## config.mk

```make
export PLATFORM = sky130hd
export DESIGN_NAME = sample_frame_tx
export DESIGN_NICKNAME = d
export VERILOG_FILES = /design/src/rtl/sample_frame_pkg.sv /design/src/rtl/sync_fifo.sv /design/src/rtl/sample_frame_tx.sv
export SDC_FILE = /design/constraint.sdc
export NUM_CORES = 1
export LEC_CHECK = 0
export CAP_MARGIN = 25
export CORE_MARGIN = 10
export CORE_UTILIZATION = 55
export CTS_CLUSTER_SIZE = 16
export DETAILED_ROUTE_END_ITERATION = 12
export GPL_ROUTABILITY_DRIVEN = 0
export MAX_ROUTING_LAYER = met4
export PLACE_DENSITY = 0.84
export SKIP_LAST_GASP = 1
export SLEW_MARGIN = 30
export SYNTH_ARGS = -nofsm -noshare
export SYNTH_HDL_FRONTEND = slang
export SYNTH_SLANG_ARGS = --single-unit
```

## constraint.sdc

```tcl
create_clock -name clk_i -period 6.7 [get_ports clk_i]
set_clock_uncertainty 0.2 [all_clocks]
set_input_delay 1.005 -clock clk_i [delete_from_list [all_inputs] [get_ports clk_i]]
set_output_delay 1.005 -clock clk_i [all_outputs]
set_load 0.03 [all_outputs]
```

## src/rtl/sample_frame_pkg.sv

```systemverilog
`default_nettype none
//==============================================================================
// Module   : sample_frame_pkg
// Brief    : Shared state encoding, frame-length helper and default sync byte
//            for the sample-to-UART packetiser.
// Revision : 1.0 - initial release
//==============================================================================
package sample_frame_pkg;

    localparam int         C_STATE_W      = 3;
    localparam logic [7:0] C_SYNC_DEFAULT = 8'hA5;

    typedef enum logic [C_STATE_W-1:0] {
        ST_IDLE = 3'd0,
        ST_SYNC = 3'd1,
        ST_SEQ  = 3'd2,
        ST_DATA = 3'd3,
        ST_CHK  = 3'd4
    } state_e;

    // Total bytes on the wire per frame: sync, seq, payload, optional checksum.
    function automatic int nb(input int nch, input int sw, input int chk);
        return 2 + (nch * sw) / 8 + chk;
    endfunction

endpackage
`default_nettype wire

```

## src/rtl/sync_fifo.sv

```systemverilog
`default_nettype none
//==============================================================================
// Module   : sync_fifo
// Brief    : Single-clock FIFO with combinational read of the head entry.
// Revision : 1.0 - initial release
//==============================================================================
module sync_fifo #(
    parameter int WIDTH = 8,
    parameter int DEPTH = 4
) (
    input  logic                     clk_i,
    input  logic                     rstn_i,
    input  logic                     push_i,
    input  logic                     pop_i,
    input  logic [WIDTH-1:0]         wdata_i,
    output logic [WIDTH-1:0]         rdata_o,
    output logic                     full_o,
    output logic                     empty_o,
    output logic [$clog2(DEPTH):0]   count_o
);

    localparam int C_AW = $clog2(DEPTH);

    logic [WIDTH-1:0] mem_q [DEPTH];
    logic [C_AW:0]    wr_ptr_q;
    logic [C_AW:0]    wr_ptr_d;
    logic [C_AW:0]    rd_ptr_q;
    logic [C_AW:0]    rd_ptr_d;
    logic             w_wr;
    logic             w_rd;

    // A push into a full FIFO is legal when the head leaves in the same cycle.
    assign w_wr = push_i & (~full_o | pop_i);
    assign w_rd = pop_i & ~empty_o;

    assign empty_o = (wr_ptr_q == rd_ptr_q);
    assign full_o  = (wr_ptr_q[C_AW] != rd_ptr_q[C_AW]) &&
                     (wr_ptr_q[C_AW-1:0] == rd_ptr_q[C_AW-1:0]);
    assign count_o = wr_ptr_q - rd_ptr_q;
    assign rdata_o = mem_q[rd_ptr_q[C_AW-1:0]];

    always_comb begin
        wr_ptr_d = wr_ptr_q;
        rd_ptr_d = rd_ptr_q;
        if (w_wr) wr_ptr_d = wr_ptr_q + (C_AW+1)'(1);
        if (w_rd) rd_ptr_d = rd_ptr_q + (C_AW+1)'(1);
    end

    always_ff @(posedge clk_i or negedge rstn_i) begin
        if (!rstn_i) begin
            wr_ptr_q <= '0;
            rd_ptr_q <= '0;
        end else begin
            wr_ptr_q <= wr_ptr_d;
            rd_ptr_q <= rd_ptr_d;
        end
    end

    always_ff @(posedge clk_i) begin
        if (w_wr) mem_q[wr_ptr_q[C_AW-1:0]] <= wdata_i;
    end

endmodule
`default_nettype wire

```

## src/rtl/sample_frame_tx.sv

```systemverilog
`default_nettype none
//==============================================================================
// Module   : sample_frame_tx
// Brief    : Buffers multi-channel samples and emits them to a UART as
//            sync/seq/data/checksum frames with sticky overflow reporting.
// Revision : 1.0 - initial release
//==============================================================================
module sample_frame_tx
    import sample_frame_pkg::*;
#(
    parameter int         P_NCH    = 3,
    parameter int         P_SW     = 16,
    parameter int         P_DEPTH  = 4,
    parameter logic [7:0] P_SYNC   = C_SYNC_DEFAULT,
    parameter int         P_CHKSUM = 1
) (
    input  logic                   clk_i,
    input  logic                   rstn_i,
    input  logic [P_NCH*P_SW-1:0]  sample_i,
    input  logic                   sample_valid_i,
    output logic [7:0]             tx_byte_o,
    output logic                   tx_start_o,
    input  logic                   tx_done_tick_i,
    output logic                   busy_o,
    output logic                   overflow_o,
    input  logic                   ovf_clr_i
);

    localparam int C_DW    = P_NCH * P_SW;
    localparam int C_FW    = C_DW + 8;
    localparam int C_NDB   = nb(P_NCH, P_SW, P_CHKSUM) - 2 - P_CHKSUM;
    localparam int C_CNT_W = (C_NDB > 1) ? $clog2(C_NDB) : 1;
    localparam logic [C_CNT_W-1:0] C_CNT_LAST = C_CNT_W'(C_NDB - 1);

    state_e                   state_q;
    state_e                   state_d;
    logic [7:0]               seq_q;
    logic [7:0]               seq_d;
    logic                     ovf_q;
    logic                     ovf_d;
    logic [7:0]               byte_q;
    logic [7:0]               byte_d;
    logic                     start_q;
    logic                     start_d;
    logic [7:0]               chk_q;
    logic [7:0]               chk_d;
    logic [C_DW-1:0]          shreg_q;
    logic [C_DW-1:0]          shreg_d;
    logic [7:0]               fseq_q;
    logic [7:0]               fseq_d;
    logic [C_CNT_W-1:0]       cnt_q;
    logic [C_CNT_W-1:0]       cnt_d;

    logic                     w_push;
    logic                     w_pop;
    logic                     w_drop;
    logic                     w_fifo_full;
    logic                     w_fifo_empty;
    logic [$clog2(P_DEPTH):0] w_fifo_count;
    logic [C_FW-1:0]          w_fifo_rdata;
    logic                     w_tick;
    logic                     w_last;
    logic [7:0]               w_top;

    sync_fifo #(
        .WIDTH (C_FW),
        .DEPTH (P_DEPTH)
    ) u_fifo (
        .clk_i   (clk_i),
        .rstn_i  (rstn_i),
        .push_i  (w_push),
        .pop_i   (w_pop),
        .wdata_i ({seq_q, sample_i}),
        .rdata_o (w_fifo_rdata),
        .full_o  (w_fifo_full),
        .empty_o (w_fifo_empty),
        .count_o (w_fifo_count)
    );

    assign w_push = sample_valid_i & (~w_fifo_full | w_pop);
    assign w_drop = sample_valid_i & ~w_push;

    // The UART tick only counts once the start pulse for the current byte is gone.
    assign w_tick = tx_done_tick_i & ~start_q & (state_q != ST_IDLE);
    assign w_last = (cnt_q == C_CNT_LAST);
    assign w_top  = shreg_q[C_DW-1 -: 8];

    always_comb begin
        seq_d = seq_q + {7'd0, sample_valid_i};
        ovf_d = w_drop | (ovf_q & ~ovf_clr_i);
    end

    always_comb begin
        state_d = state_q;
        case (state_q)
            ST_IDLE: if (!w_fifo_empty) state_d = ST_SYNC;
            ST_SYNC: if (w_tick) state_d = ST_SEQ;
            ST_SEQ:  if (w_tick) state_d = ST_DATA;
            ST_DATA: if (w_tick && w_last) state_d = (P_CHKSUM != 0) ? ST_CHK : ST_IDLE;
            ST_CHK:  if (w_tick) state_d = ST_IDLE;
            default: state_d = ST_IDLE;
        endcase
    end

    always_comb begin
        start_d = 1'b0;
        byte_d  = byte_q;
        chk_d   = chk_q;
        shreg_d = shreg_q;
        fseq_d  = fseq_q;
        cnt_d   = cnt_q;
        w_pop   = 1'b0;
        case (state_q)
            ST_IDLE: begin
                if (!w_fifo_empty) begin
                    w_pop   = 1'b1;
                    shreg_d = w_fifo_rdata[C_DW-1:0];
                    fseq_d  = w_fifo_rdata[C_FW-1:C_DW];
                    chk_d   = 8'd0;
                    byte_d  = P_SYNC;
                    start_d = 1'b1;
                end
            end
            ST_SYNC: begin
                if (w_tick) begin
                    byte_d  = fseq_q;
                    chk_d   = chk_q + fseq_q;
                    start_d = 1'b1;
                end
            end
            ST_SEQ: begin
                if (w_tick) begin
                    byte_d  = w_top;
                    chk_d   = chk_q + w_top;
                    shreg_d = shreg_q << 8;
                    cnt_d   = '0;
                    start_d = 1'b1;
                end
            end
            ST_DATA: begin
                if (w_tick) begin
                    if (!w_last) begin
                        byte_d  = w_top;
                        chk_d   = chk_q + w_top;
                        shreg_d = shreg_q << 8;
                        cnt_d   = cnt_q + C_CNT_W'(1);
                        start_d = 1'b1;
                    end else if (P_CHKSUM != 0) begin
                        // Negated running sum makes seq + data + chk == 0 mod 256.
                        byte_d  = 8'd0 - chk_q;
                        start_d = 1'b1;
                    end
                end
            end
            default: ;
        endcase
    end

    always_ff @(posedge clk_i or negedge rstn_i) begin
        if (!rstn_i) begin
            state_q <= ST_IDLE;
            seq_q   <= 8'd0;
            ovf_q   <= 1'b0;
            byte_q  <= 8'd0;
            start_q <= 1'b0;
            chk_q   <= 8'd0;
            shreg_q <= '0;
            fseq_q  <= 8'd0;
            cnt_q   <= '0;
        end else begin
            state_q <= state_d;
            seq_q   <= seq_d;
            ovf_q   <= ovf_d;
            byte_q  <= byte_d;
            start_q <= start_d;
            chk_q   <= chk_d;
            shreg_q <= shreg_d;
            fseq_q  <= fseq_d;
            cnt_q   <= cnt_d;
        end
    end

    assign tx_byte_o  = byte_q;
    assign tx_start_o = start_q;
    assign overflow_o = ovf_q;
    assign busy_o     = (state_q != ST_IDLE) | (w_fifo_count != '0);

endmodule
`default_nettype wire

```

======== Word level (Yosys, flattened, before mapping) ========
Memory sizes are Yosys's and may differ from the RTL's.
Cells that the tools add are included.
storage, ports and cells
  bits in registers ....................... 94
  memory bits (writable) .................. 224
  bits of input ports ..................... 53
  output and inout port bits .............. 11
  word-level logic and storage cells ...... 97
  memories ................................ 1
memories
  name          depth  bits a word  rd ports  clocked after Yosys merged registers in  write ports  line             text
  u_fifo.mem_q  4      56           1         0                                        1            sync_fifo.sv:24  logic [WIDTH-1:0] mem_q [DEPTH];
operators by class
  add/sub/neg operators ................... 8
  equal/unequal tests ..................... 15
  mux-type cells .......................... 32
  bitwise logic cells ..................... 15
  reduce and logical (&&, ||, !) cells .... 15
operators by type and width
  cell                                              count
  2-to-1 mux 48 bit                                 4
  case mux 48 bit (3 select lines)                  1
  2-to-1 mux 8 bit                                  10
  case mux 8 bit (4 select lines)                   2
  2-to-1 mux 3 bit                                  7
  adder 8 bit                                       2
  case mux 3 bit (5 select lines)                   1
  AND reduction 5 bit                               3
  != test 2 bit (second input constant)             7
  adder 3 x 1 -> 3 bit (second input constant)      3
  nonzero test 3 bit                                3
  adder 8 x 1 -> 8 bit                              1
  subtractor 1 x 8 -> 8 bit (first input constant)  1
  AND 1 bit                                         7
  == test 3 x 2 -> 1 bit (second input constant)    2
  == test 3 bit (second input constant)             2
  case mux 3 bit (2 select lines)                   1
  AND reduction 6 bit                               1
  2-to-1 mux 1 bit                                  5
  NOT 1 bit                                         5
  AND reduction 4 bit                               1
  nonzero test 4 bit                                1
  == test 3 x 1 -> 1 bit (second input constant)    1
  == test 3 bit                                     1
  other kinds (10)                                  13

======== Logic depth before layout (Yosys ltp) ========
  depth in word-level cells ............... 8
  mapped depth ............................ 13
  gate-level depth less buffers ........... 10

======== Modules after synthesis ========
Synthesis repeated with hierarchy kept, for this count alone.
unflattened totals
  cells, all modules ...................... 783
  area, all modules ....................... 12974.9 µm²
modules (own cells, without submodules)
  module           times used  cells each  area each (µm²)  seq. area each (µm²)
  sync_fifo        1           337         8538.2           6876.6
  sample_frame_tx  1           446         4436.8           2202.1

======== Least setup slack after synthesis ========
OpenSTA, ideal clock, no wires.
  kind .................................... reg2reg
  from .................................... reg u_fifo.rd_ptr_q[1]
  to ...................................... mem u_fifo.mem_q[3][0] (netlist bit), enable pin
  library setup time ...................... 0.421 ns
  arrival time ............................ 3.298 ns
  data required time ...................... 6.079 ns
  setup slack ............................. 2.781 ns
  cell stages (with the launch flop) ...... 9
  buffers on the path ..................... 2
  period minus slack after synthesis ...... 3.919 ns
  cells stage by stage .................... dfrtp_1 clkbuf_1 clkbuf_1 inv_1 ha_1 nand2_1 nor3_1 nor2b_1 and2_1
between the ends
  word-level cells in the longest chain between the ends .. 8
  elaborated cells between the ends (all ways) .. 11
  those cells by class .................... eq/ne: 2; mux: 4; bitwise: 4; reduce/logical: 1
ends and longest elaborated chain
  item                                                          line                                                            text
  start: declaration                                            sync_fifo.sv:27                                                 logic [C_AW:0] rd_ptr_q;
  start signal: assignment                                      sync_fifo.sv:55                                                 rd_ptr_q <= rd_ptr_d;
  == test 3 bit / == test 2 bit (equally long branches)         sync_fifo.sv:36, sync_fifo.sv:38
  2-to-1 mux 1 bit / logical AND 1 bit (equally long branches)  sample_frame_tx.sv:115, sync_fifo.sv:37
  2-to-1 mux 1 bit / NOT 1 bit (equally long branches)          sample_frame_tx.sv:113, sync_fifo.sv:33, sample_frame_tx.sv:80
  OR 1 bit (*)                                                  sync_fifo.sv:33, sample_frame_tx.sv:80
  AND 1 bit                                                     sample_frame_tx.sv:80                                           assign w_push = sample_valid_i & (~w_fifo_full | w_pop);
  AND 1 bit (*)                                                 sync_fifo.sv:33                                                 assign w_wr = push_i & (~full_o | pop_i);
  2-to-1 mux 1 bit (*)                                          sync_fifo.sv:60                                                 if (w_wr) mem_q[wr_ptr_q[C_AW-1:0]] <= wdata_i;
  2-to-1 mux 1 bit (implied by the code) (*)                    sync_fifo.sv:60
  end: declaration                                              sync_fifo.sv:24
Mark *: on every way between the ends. The rest lies on a longest branch, timed or not.

======== Worst setup path after layout ========
  from .................................... reg u_fifo.rd_ptr_q[0]
  to ...................................... out busy_o
between the ends
  word-level cells in the longest chain between the ends .. 3
ends and longest elaborated chain
  item                line                    text
  subtractor 3 bit    sync_fifo.sv:39         assign count_o = wr_ptr_q - rd_ptr_q;
  nonzero test 3 bit  sample_frame_tx.sv:186  assign busy_o = (state_q != ST_IDLE) | (w_fifo_count != '0);
  OR 1 bit            sample_frame_tx.sv:186
  end: declaration    sample_frame_tx.sv:24   output logic busy_o,
Every way passes these cells.

==> metrics.txt <==
status finished clean; Via density between 5 and 6; Final setup viols 0; worst rel slew slack 0.375; Post-Place Setup Slack 2.78 ns; first-pass GRT wire length slightly above 40000 um; warnings from Yosys 0; Die X 173 um; CORE AREA 22800 sq um; Arrival @ worst endpoint 2.75 ns; worst-path maximum fanout 29; vias in the first global route between 7000 and 8000; final period utilization 0.590; Skew-Pair Late Insertion Delay 0.57 ns; CTS tree yes; Resized cells post-CTS 0; row cnt 55; Worst Path Class, Setup flip-flop to primary output; PwrDens 479 nW/um^2; fill count 1539; initial antenna violation count 0; Remaining Overflow, GRT 0; routed wire length 26000 um; Fmax 253 MHz; Final Hold Fails 0; layout cell share with drive strength beyond 1 0.161; clock buffer depth 3; PnR worst setup slack 2.75 ns; Max VDD drop 281 uV; setup bufs post-CTS 0; static leakage 5.30 nW; most used flip-flop cell after synthesis edfxtp_1; Synth Register Bits 318; H-tree depth 1; Final nets 924; Critical Path Sink Type primary output; antenna cells 0; effective utilization at floorplan 0.565; Max-Cap Viols 0; Synth-to-Final Area Change 15.7%; ANT nets after route 0; Post-Synthesis Cells between 700 and 800; number of iterations in the first detailed-routing pass 5; worst path required time roughly 5.5 ns; asr flop ratio synth 0.296; Vias 6922; # port buffers between 60 and 70; Post-Syn Area per Cell 16.5 sq um; die footprint around 30000 sq um; DP HPWL around 16000 um; CTS Hold Buffers Added 0; root buf cell clkbuf_16; Post-synth EDFFs 224; Worst Tran Pin Value 0.937 ns; Seq/Total Area, Yosys 0.704; Final min period 3.95 ns; library cells used by synthesis 48; Clk pin slew, worst setup/hold paths roughly 0.060 ns; largest net degree at the start of global routing 97; post-synthesis net count 856; Die H approximately 170 um; RSZ-0062 raised after global routing false; most frequent cells in the layout edfxtp_1, dfrtp_1, nor2_1; Syn Std Cell Area 12900 sq um; IO Pins 64; worst min-delay path class input port to async pin; clk sinks 318; crit start category flip-flop; Starting DRT DRC Count 628; TritonCTS buffer count 31; Slew Limit Fails 0; Final TNS setup 0 ns; most common cell after layout, fill and taps aside edfxtp_1; total track usage 0.176; Routed wire per std cell around 22 um; DR DRC count 0
-- through the flow --
| step | power (mW) | std cells | hold WS [ns] | cell area, sq um | utilization |
|---|---|---|---|---|---|
| 6_report | 7.15 | 1189 | 0.204 | 14900 | 0.653 |
| 5_1_grt | 7.54 | 1189 | 0.219 | 14900 | 0.653 |
| 4_1_cts | 7.17 | 1188 | 0.198 | 14900 | 0.652 |
| 3_5_place_dp | 5.32 | 1130 | 0.290 | 13800 | 0.604 |
| 3_3_place_gp | 5.20 | 1130 | 0.290 | 13800 | 0.604 |
| 2_1_floorplan | 4.72 | 783 | 0.272 | 12900 | - |
-- routing by layer --
layer / GRT usage / vias to the layer above / part of all wire / wire [um]
met2: 0.287 / 233 / 0.52 / 13400
met1: 0.226 / 3516 / 0.41 / 10700
met3: 0.0272 / 56 / 0.049 / 1280
li1: - / 3117 / - / -
met5: - / - / 0 / 0
met4: 0.0514 / 0 / 0.025 / 641
-- sequential cells by signal, indices dropped and copies added (netlist names) --
signal           flops
u_fifo.wr_ptr_q      3
tx_byte_o            8
state_q              3
tx_start_o           1
overflow_o           1
u_fifo.rd_ptr_q      3
shreg_q             48
fseq_q               8
u_fifo.mem_q       224
chk_q                8
cnt_q                3
seq_q                8
-- critical path: stages (launching register included) --
cell and delay, ns:
dfrtp_4 0.80, ha_1 0.23, nor2b_1 0.15, xnor2_1 0.06
or3_1 0.34, clkdlybuf4s50_1 0.61
-- cell type report --
cell class / instances / area [sq um] / area share
clock buffers: 42 / 877 / 0.0588
inverters: 25 / 93.8 / 0.00629
multi-input cells: 402 / 3550 / 0.238
well taps: 313 / 392 / 0.0262
clock inverters: 16 / 204 / 0.0137
repair buffers: 73 / 727 / 0.0487
flip-flops and latches: 318 / 9080 / 0.609
-- path summary, 6_finish.rpt --
check,slack [ns],cells past startpoint,startpoint,to
setup / recovery,2.75,5,u_fifo.rd_ptr_q[0]$_DFFE_PN0P_,busy_o
hold / removal,0.20,1,rstn_i,overflow_o$_DFF_PN0_
setup reg to reg,3.03,6,u_fifo.rd_ptr_q[0]$_DFFE_PN0P_,u_fifo.mem_q[3][7]$_DFFE_PP_
hold reg to reg,0.31,1,tx_byte_o[6]$_DFFE_PN0P_,tx_byte_o[6]$_DFFE_PN0P_
max in group asynchronous,4.94,2,rstn_i,shreg_q[17]$_DFFE_PN0P_
min in group clk_i,0.31,1,tx_byte_o[6]$_DFFE_PN0P_,tx_byte_o[6]$_DFFE_PN0P_
-- report_power, final --
part	internal, mW	total, mW	switching (mW)
Sequential	2.74	3.11	0.377
Clock	1.08	1.80	0.724
Combinational	0.988	2.23	1.25
-- kinds of logic (layout without fill, tap and decap cells) --
group / count (synthesis) / after routing / synth area share
adders and majority gates: 20 / 20 / 0.0200
AOI/OAI and AO/OA: 114 / 114 / 0.0511
muxes: 105 / 105 / 0.137
xor gates and xnor gates: 24 / 24 / 0.0163
DFF: 318 / 318 / 0.704
and+or+nand+nor: 139 / 139 / 0.0488
buffers and inverters: 63 / 156 / 0.0230
-- Yosys cell counts (14+ instances only) --
library cell | instances | area, sq um
nor2_1 | 68 | 255
nand2_1 | 24 | 90.1
ha_1 | 19 | 238
mux2i_1 | 34 | 340
clkbuf_1 | 21 | 78.8
inv_1 | 24 | 90.1
nand3_1 | 17 | 85.1
edfxtp_1 | 224 | 6730
o21ai_0 | 25 | 125
xnor2_1 | 14 | 123
mux2_2 | 15 | 169
a21oi_1 | 61 | 305
mux4_2 | 56 | 1260
dfrtp_1 | 94 | 2350
Note: power is estimated with default switching activity, not from simulation.
